**src/rtl/fifo_pkg.sv**
```systemverilog
// Shared constants and the operation encoding for the UART FIFO pointer controller.
// Imported by the controller and its bus interface.
package fifo_pkg;

    localparam int ADDR_WIDTH_DEF = 5;
    localparam int DATA_BITS_DEF  = 8;

    // Bit order matches {do_wr, do_rd} so the operation is a direct cast.
    typedef enum logic [1:0] {
        NOP      = 2'b00,
        POP      = 2'b01,
        PUSH     = 2'b10,
        PUSH_POP = 2'b11
    } fifo_op_e;

endpackage

```
**src/rtl/fifo_ctrl_if.sv**
```systemverilog
// Push/pop, storage-addressing and status bundle between the FIFO controller and its users.
// The master drives requests; the slave (the controller) drives everything else.
interface fifo_ctrl_if
    import fifo_pkg::*;
#(
    parameter int ADDR_WIDTH = ADDR_WIDTH_DEF
);
    logic                  wr;
    logic                  rd;
    logic                  w_en;
    logic [ADDR_WIDTH-1:0] w_addr;
    logic [ADDR_WIDTH-1:0] r_addr;
    logic                  full;
    logic                  empty;
    logic                  almost_full;
    logic                  almost_empty;
    logic [ADDR_WIDTH:0]   count;
    logic                  overflow;
    logic                  underflow;

    modport master (
        output wr, rd,
        input  w_en, w_addr, r_addr, full, empty,
               almost_full, almost_empty, count, overflow, underflow
    );

    modport slave (
        input  wr, rd,
        output w_en, w_addr, r_addr, full, empty,
               almost_full, almost_empty, count, overflow, underflow
    );
endinterface

```
**src/rtl/fifo_ctrl.sv**
```systemverilog
// Pointer, occupancy and flag controller for a register-file FIFO with async read (FWFT).
// Flags are registered but derived from next-count, so they always agree with count.
module fifo_ctrl
    import fifo_pkg::*;
#(
    parameter int ADDR_WIDTH = ADDR_WIDTH_DEF,
    parameter int AF_LEVEL   = 28,
    parameter int AE_LEVEL   = 4
) (
    input  logic       clk,
    input  logic       rst_n,
    fifo_ctrl_if.slave bus
);
    localparam int                  DEPTH   = 2 ** ADDR_WIDTH;
    localparam logic [ADDR_WIDTH:0] DEPTH_C = (ADDR_WIDTH + 1)'(DEPTH);
    localparam logic [ADDR_WIDTH:0] AF_C    = (ADDR_WIDTH + 1)'(AF_LEVEL);
    localparam logic [ADDR_WIDTH:0] AE_C    = (ADDR_WIDTH + 1)'(AE_LEVEL);

    logic [ADDR_WIDTH-1:0] wptr_reg,  wptr_next;
    logic [ADDR_WIDTH-1:0] rptr_reg,  rptr_next;
    logic [ADDR_WIDTH:0]   count_reg, count_next;
    logic                  full_reg, empty_reg, af_reg, ae_reg;
    logic                  overflow_reg, underflow_reg;
    logic                  do_wr, do_rd;
    fifo_op_e              op;

    assign do_wr = bus.wr & ~full_reg;
    assign do_rd = bus.rd & ~empty_reg;
    assign op    = fifo_op_e'({do_wr, do_rd});

    always_comb begin
        wptr_next  = wptr_reg;
        rptr_next  = rptr_reg;
        count_next = count_reg;
        // Pointers wrap naturally at DEPTH; full/empty come from count, not pointer compare.
        unique case (op)
            PUSH: begin
                wptr_next  = wptr_reg + 1'b1;
                count_next = count_reg + 1'b1;
            end
            POP: begin
                rptr_next  = rptr_reg + 1'b1;
                count_next = count_reg - 1'b1;
            end
            PUSH_POP: begin
                wptr_next = wptr_reg + 1'b1;
                rptr_next = rptr_reg + 1'b1;
            end
            default: ;
        endcase
    end

    always_ff @(posedge clk) begin
        if (!rst_n) begin
            wptr_reg      <= '0;
            rptr_reg      <= '0;
            count_reg     <= '0;
            full_reg      <= 1'b0;
            empty_reg     <= 1'b1;
            af_reg        <= 1'b0;
            ae_reg        <= 1'b1;
            overflow_reg  <= 1'b0;
            underflow_reg <= 1'b0;
        end else begin
            wptr_reg      <= wptr_next;
            rptr_reg      <= rptr_next;
            count_reg     <= count_next;
            full_reg      <= (count_next == DEPTH_C);
            empty_reg     <= (count_next == '0);
            af_reg        <= (count_next >= AF_C);
            ae_reg        <= (count_next <= AE_C);
            overflow_reg  <= bus.wr & full_reg;
            underflow_reg <= bus.rd & empty_reg;
        end
    end

    assign bus.w_en         = do_wr;
    assign bus.w_addr       = wptr_reg;
    assign bus.r_addr       = rptr_reg;
    assign bus.count        = count_reg;
    assign bus.full         = full_reg;
    assign bus.empty        = empty_reg;
    assign bus.almost_full  = af_reg;
    assign bus.almost_empty = ae_reg;
    assign bus.overflow     = overflow_reg;
    assign bus.underflow    = underflow_reg;

endmodule

```
**src/flat_wrapper.sv**
```systemverilog
// flat-port wrapper written by rule: the top's interface ports become plain ports
module fifo_ctrl_flat import fifo_pkg::*;
#(
    parameter int ADDR_WIDTH = ADDR_WIDTH_DEF,
    parameter int AF_LEVEL   = 28,
    parameter int AE_LEVEL   = 4
)
  (clk, rst_n, bus_wr, bus_rd, bus_w_en, bus_w_addr, bus_r_addr, bus_full, bus_empty, bus_almost_full, bus_almost_empty, bus_count, bus_overflow, bus_underflow);
  fifo_ctrl_if #(.ADDR_WIDTH(ADDR_WIDTH)) bus_i ();
  input  logic clk;
  input  logic rst_n;
  input wire logic [$bits(bus_i.wr)-1:0] bus_wr;
  input wire logic [$bits(bus_i.rd)-1:0] bus_rd;
  output wire logic [$bits(bus_i.w_en)-1:0] bus_w_en;
  output wire logic [$bits(bus_i.w_addr)-1:0] bus_w_addr;
  output wire logic [$bits(bus_i.r_addr)-1:0] bus_r_addr;
  output wire logic [$bits(bus_i.full)-1:0] bus_full;
  output wire logic [$bits(bus_i.empty)-1:0] bus_empty;
  output wire logic [$bits(bus_i.almost_full)-1:0] bus_almost_full;
  output wire logic [$bits(bus_i.almost_empty)-1:0] bus_almost_empty;
  output wire logic [$bits(bus_i.count)-1:0] bus_count;
  output wire logic [$bits(bus_i.overflow)-1:0] bus_overflow;
  output wire logic [$bits(bus_i.underflow)-1:0] bus_underflow;
  assign bus_i.wr = bus_wr;
  assign bus_i.rd = bus_rd;
  assign bus_w_en = bus_i.w_en;
  assign bus_w_addr = bus_i.w_addr;
  assign bus_r_addr = bus_i.r_addr;
  assign bus_full = bus_i.full;
  assign bus_empty = bus_i.empty;
  assign bus_almost_full = bus_i.almost_full;
  assign bus_almost_empty = bus_i.almost_empty;
  assign bus_count = bus_i.count;
  assign bus_overflow = bus_i.overflow;
  assign bus_underflow = bus_i.underflow;
  fifo_ctrl #(.ADDR_WIDTH(ADDR_WIDTH), .AF_LEVEL(AF_LEVEL), .AE_LEVEL(AE_LEVEL)) u_core (.clk(clk), .rst_n(rst_n), .bus(bus_i));
endmodule
```
**config.mk**
```make
export PLATFORM = sky130hd
export DESIGN_NAME = fifo_ctrl_flat
export DESIGN_NICKNAME = d
export VERILOG_FILES = /design/src/rtl/fifo_pkg.sv /design/src/rtl/fifo_ctrl_if.sv /design/src/rtl/fifo_ctrl.sv /design/src/flat_wrapper.sv
export SDC_FILE = /design/constraint.sdc
export NUM_CORES = 1
export LEC_CHECK = 0
export CAP_MARGIN = 30
export CORE_UTILIZATION = 45
export DETAILED_ROUTE_END_ITERATION = 8
export HOLD_SLACK_MARGIN = 0.12
export PLACE_DENSITY = 0.8
export SETUP_SLACK_MARGIN = 0.02
export SLEW_MARGIN = 20
export SYNTH_ARGS = -nofsm -noshare
export SYNTH_HDL_FRONTEND = slang
export SYNTH_SLANG_ARGS = --single-unit
```
**constraint.sdc**
```tcl
create_clock -name clk -period 3.8 [get_ports clk]
set_input_delay 0.57 -clock clk [delete_from_list [all_inputs] [get_ports clk]]
set_output_delay 0.57 -clock clk [all_outputs]
set_load 0.01 [all_outputs]
```
# == Yosys cells after proc, flatten, opt, wreduce, memory -nomap -nowiden ==
# Cells that the tools add are included.
# word_totals
regBits,22
# classes
n_lt_le_gt_ge,2
bitwise,6
n_addsub,4
n_reduce_logical,3
mux,1
n_eq_ne,4
# ops
cell,n
6-bit case mux with 2 select lines,1
5-bit by 1-bit adder with 5-bit output (second input constant),2
6-bit by 1-bit adder with 6-bit output (second input constant),1
6-bit == test (second input constant),1
6-bit by 5-bit >= comparator with 1-bit output (second input constant),1
6-bit by 3-bit <= comparator with 1-bit output (second input constant),1
6-bit zero test,1
6-bit by 1-bit subtractor with 6-bit output (second input constant),1
1-bit AND,4
2-bit == test (second input constant),2
2-bit OR reduction,2
2-bit by 1-bit == test with 1-bit output (second input constant),1
1-bit NOT,2

# == Logic depth before layout (Yosys ltp) ==
# logic_depth
depth_word,5
depth_mapped,13

# == Least setup slack after synthesis ==
# OpenSTA, ideal clock, no wires.
# synth_timing
kind,input port to flip-flop
from,input port bus_wr
to,register u_core.af_reg (netlist: u_core.bus.almost_full)
setup_ns,0.058
t_arrival_ns,2.937
path_slack_ns,0.806
stages,13
path_cell_list,nor2b_1 > clkbuf_1 > inv_1 > ha_1 > buf_4 > xor2_1 > ha_1 > a21o_1 > a22oi_1 > o211ai_1 > or4_1 > o21ai_0 > a211o_1
# synth_between
elab_chain_len,4
word_cells_on_any_way,5
# synth_lines
item,line,text
start: declaration,flat_wrapper.sv:12,input wire logic [$bits(bus_i.wr)-1:0] bus_wr;
1-bit AND *,fifo_ctrl.sv:27,assign do_wr = bus.wr & ~full_reg;
via bus_w_en,flat_wrapper.sv:14,output wire logic [$bits(bus_i.w_en)-1:0] bus_w_en;
2-bit by 1-bit == test with 1-bit output or 2-bit == test (tied branches),fifo_ctrl.sv:36,unique case (op)
6-bit case mux with 2 select lines *,fifo_ctrl.sv:36,
6-bit by 5-bit >= comparator with 1-bit output *,fifo_ctrl.sv:70,af_reg <= (count_next >= AF_C);
end signal: assignment,fifo_ctrl.sv:70,
end: declaration,fifo_ctrl.sv:22,"logic full_reg, empty_reg, af_reg, ae_reg;"
# The timed path passes the listed nets; every way through them passes the cells marked *.
# A chain may end at the register's enable or synchronous reset.

# == Worst setup path after layout ==
# layout_timing
from,input port bus_wr
to,register u_core.full_reg (netlist: u_core.bus.full)
# layout_between
elab_chain_len,4
word_cells_on_any_way,5
# layout_lines
item,line,text
1-bit AND *,fifo_ctrl.sv:27,
2-bit by 1-bit == test with 1-bit output or 2-bit == test (tied branches),fifo_ctrl.sv:36,
6-bit case mux with 2 select lines *,fifo_ctrl.sv:36,
6-bit == test *,fifo_ctrl.sv:68,full_reg <= (count_next == DEPTH_C);
end signal: assignment,fifo_ctrl.sv:68,
end: declaration,fifo_ctrl.sv:22,
# Every way passes the cells marked *; elsewhere a longest branch is shown, timed or not.

==> impl_metrics.json <==
{
  "cp_cell_sequence": "clkdlybuf4s50_1, nor2b_1, inv_1, ha_1, xor2_1, ha_1, a21o_1, a22oi_1, o211a_2, nor3b_2, a211oi_2, and3b_1",
  "cts_tree": "built",
  "finClkSkew_ns": 0.00284,
  "cts_setup_buffers": 0,
  "path_clk_slew_ns": 0.11,
  "drv_cap": 0,
  "setup_violations": 0,
  "wirelength_mm": 2.37,
  "crit_family": "compound AO/OA/AOI/OAI gates",
  "drt-wirelength-per-cell_um": 13.1,
  "synth_warnings": 0,
  "initial_utilization": 0.482,
  "timing.setup.tns_ns": 0,
  "path_class": "primary input to flip-flop",
  "min_path_type": "flip-flop to flip-flop",
  "ctsLongestPathBuffers": 2,
  "ctsResizeCount": 0,
  "power_density_nw_per_um2": 448,
  "antenna_found_initial": 0,
  "fmax_mhz": 321,
  "worst-path-buf-inv": 2,
  "worst-endpoint-arrival_ns": 3.32,
  "fp.dieArea_um2": 2910,
  "async_reset_ff_frac": 0,
  "synth-edff-count": 0,
  "regToRegStartpoint": "u_core.bus.full",
  "syn2layout_area_growth_pct": 22.6,
  "synth_nets": 138,
  "via_per_inst": 5.58,
  "switching_share": 0.346,
  "endpoint": "u_core.bus.full",
  "clock-sinks": 22,
  "fin_crit_ns": 3.11,
  "grt_pass1_wl_mm": 3.88,
  "gp_congestion": 0.839,
  "overflow": 0,
  "fin_area_um2": 1490,
  "critPathRequiredTime_ns": 4.01,
  "grt_usage": 0.187,
  "crit_fanout": 11,
  "fp.dieH_um": 54.0,
  "intPower_w": 0.000437,
  "drive_gt1_frac": 0.0662,
  "first_global_vias": 879,
  "max_stage_delay_ns": 0.47,
  "timing.critical_path.from": "bus_wr",
  "synth_cell_types": 45,
  "largest_reg_flops": 6,
  "core_area_um2": 2520,
  "rr_worst_depth": 11,
  "rsz0062_at_grt": "false",
  "dp_hpwl_mm": 1.74,
  "final-hold-violation-count": 0,
  "grt_max_degree": 21,
  "final.setup.worst_slack_ns": 0.689,
  "peakVddDrop_mv": 0.248,
  "ios": 27,
  "layout.nets": 162,
  "rr_endpoint": "u_core.bus.full",
  "cts_root_buffer": "clkbuf_4",
  "p_switching_w": 0.000231,
  "ys_ff_latch": 22,
  "nFillCells": 215,
  "io_buffer_count": 26,
  "dp_slack_ns": 0.396,
  "drtAntennaViolNets": 0,
  "synthCells": 129,
  "crit_path_frequent_cell": "ha_1",
  "post_dp_cell_area_um2": 1470,
  "endpoint_kind": "flip-flop",
  "r2r_slack_ns": 1.12,
  "slew_headroom": 0.616,
  "drcViolationCount": 0,
  "avgSynthCellArea_um2": 9.43,
  "p_clk_frac": 0.154,
  "numCtsBuffers": 3,
  "finalCritPeriodShare": 0.819,
  "die_x_um": 54.0,
  "most-common-layout-cells": "clkdlybuf4s50_1 (26), dfxtp_1 (22), and2_1 (11)",
  "synth_area_um2": 1220,
  "status": "completed",
  "layout_commonest_cell": "clkdlybuf4s50_1",
  "start_kind": "primary input",
  "drtIter0Drc": 25,
  "row_count": 18,
  "power_leakage_nw": 0.583,
  "maxSlewViolCount": 0,
  "min_path_cells": 1,
  "htreeDepth": 1,
  "pwr-share-comb": 0.394,
  "vias": 1010,
  "path_depth": 12,
  "firstDrtPassIters": 4,
  "ys_seq_area_frac": 0.362,
  "n_antenna_cell": 0,
  "pwr-share-seq": 0.452,
  "clock_latency_ns": 0.30,
  "slowest_stage": "clkdlybuf4s50_1",
  "ctsHoldBuffers": 0,
  "synth_top_flop_cell": "dfxtp_1",
  "tightest_slew_ns": 0.574,
  "fin_util": 0.591
}
-- synth_stat cells, types with 2 or more instances --
library cell,count,area [um^2]
a21oi_1,3,15.0
and2_1,11,68.8
and3_1,3,18.8
buf_4,3,22.5
buf_6,2,22.5
clkbuf_1,4,15.0
dfxtp_1,22,440
ha_1,5,62.6
mux2i_1,4,40.0
nand2_1,6,22.5
nand2b_1,5,31.3
nand4_1,4,25.0
nor2_1,4,15.0
nor2b_1,7,43.8
o21ai_0,3,15.0
or3_1,2,12.5
or4_1,2,15.0
xnor2_1,8,70.1
xor2_1,5,43.8
-- metal layers --
layer / track usage / wire, um / vias to the layer above
met5: 0 / 0 / -
met4: 0.0855 / 33 / 0
met3: 0.0339 / 132 / 5
met2: 0.331 / 1140 / 34
met1: 0.216 / 1060 / 472
li1: - / - / 499
-- worst reg2reg max path, stage by stage (launching register included) --
cell,delay [ns]
dfxtp_1,0.33
nor2b_1,0.14
inv_1,0.08
ha_1,0.33
xor2_1,0.22
ha_1,0.24
a21o_1,0.18
a22oi_1,0.17
o211a_2,0.27
nor3b_2,0.07
a211oi_2,0.35
and3b_1,0.21
-- logic make-up after synthesis --
kind of cell / Yosys count / synth area share
and+or+nand+nor: 55 / 0.282
AOI/OAI and AO/OA: 20 / 0.126
buffers and inverters: 10 / 0.0525
adders and majority gates: 5 / 0.0514
DFF: 22 / 0.362
muxes: 4 / 0.0329
xor gates and xnor gates: 13 / 0.0936
-- power by group through the flow --
stage | sequential [W] | combinational, W | clock (W)
detailed placement | 0.000307 | 0.000263 | 0
global placement | 0.000305 | 0.000257 | 0
finish | 0.000302 | 0.000263 | 0.000103
CTS | 0.000302 | 0.000264 | 0.000107
global route | 0.000309 | 0.000289 | 0.000117
floorplan | 0.000302 | 0.000181 | 0
-- metrics by stage --
step	total power [W]	instances	hold slack, ns
CTS	0.000673	181	0.511
finish	0.000668	181	0.502
detailed placement	0.000570	178	0.492
floorplan	0.000484	129	0.518
global route	0.000716	181	0.532
global placement	0.000562	178	0.490
-- cell type report --
class                      instances  area, um^2  area share
multi-input combinational         97         712       0.477
tap                               30        37.5      0.0252
sequential                        22         440       0.295
inverter                           1        3.75     0.00252
timing repair buffer              28         275       0.185
clock buffer                       3        22.5      0.0151
-- worst min-delay path by stage --
stage                     start                    to  slack, ns
2_1_floorplan  u_core.bus.empty  u_core.bus.underflow       0.52
3_3_place_gp   u_core.bus.empty  u_core.bus.underflow       0.49
3_5_place_dp   u_core.bus.empty  u_core.bus.underflow       0.49
4_1_cts        u_core.bus.empty  u_core.bus.underflow       0.51
5_1_grt        u_core.bus.empty  u_core.bus.underflow       0.53
6_report       u_core.bus.empty  u_core.bus.underflow       0.50
No activity file was read; power rests on OpenSTA's default activity.
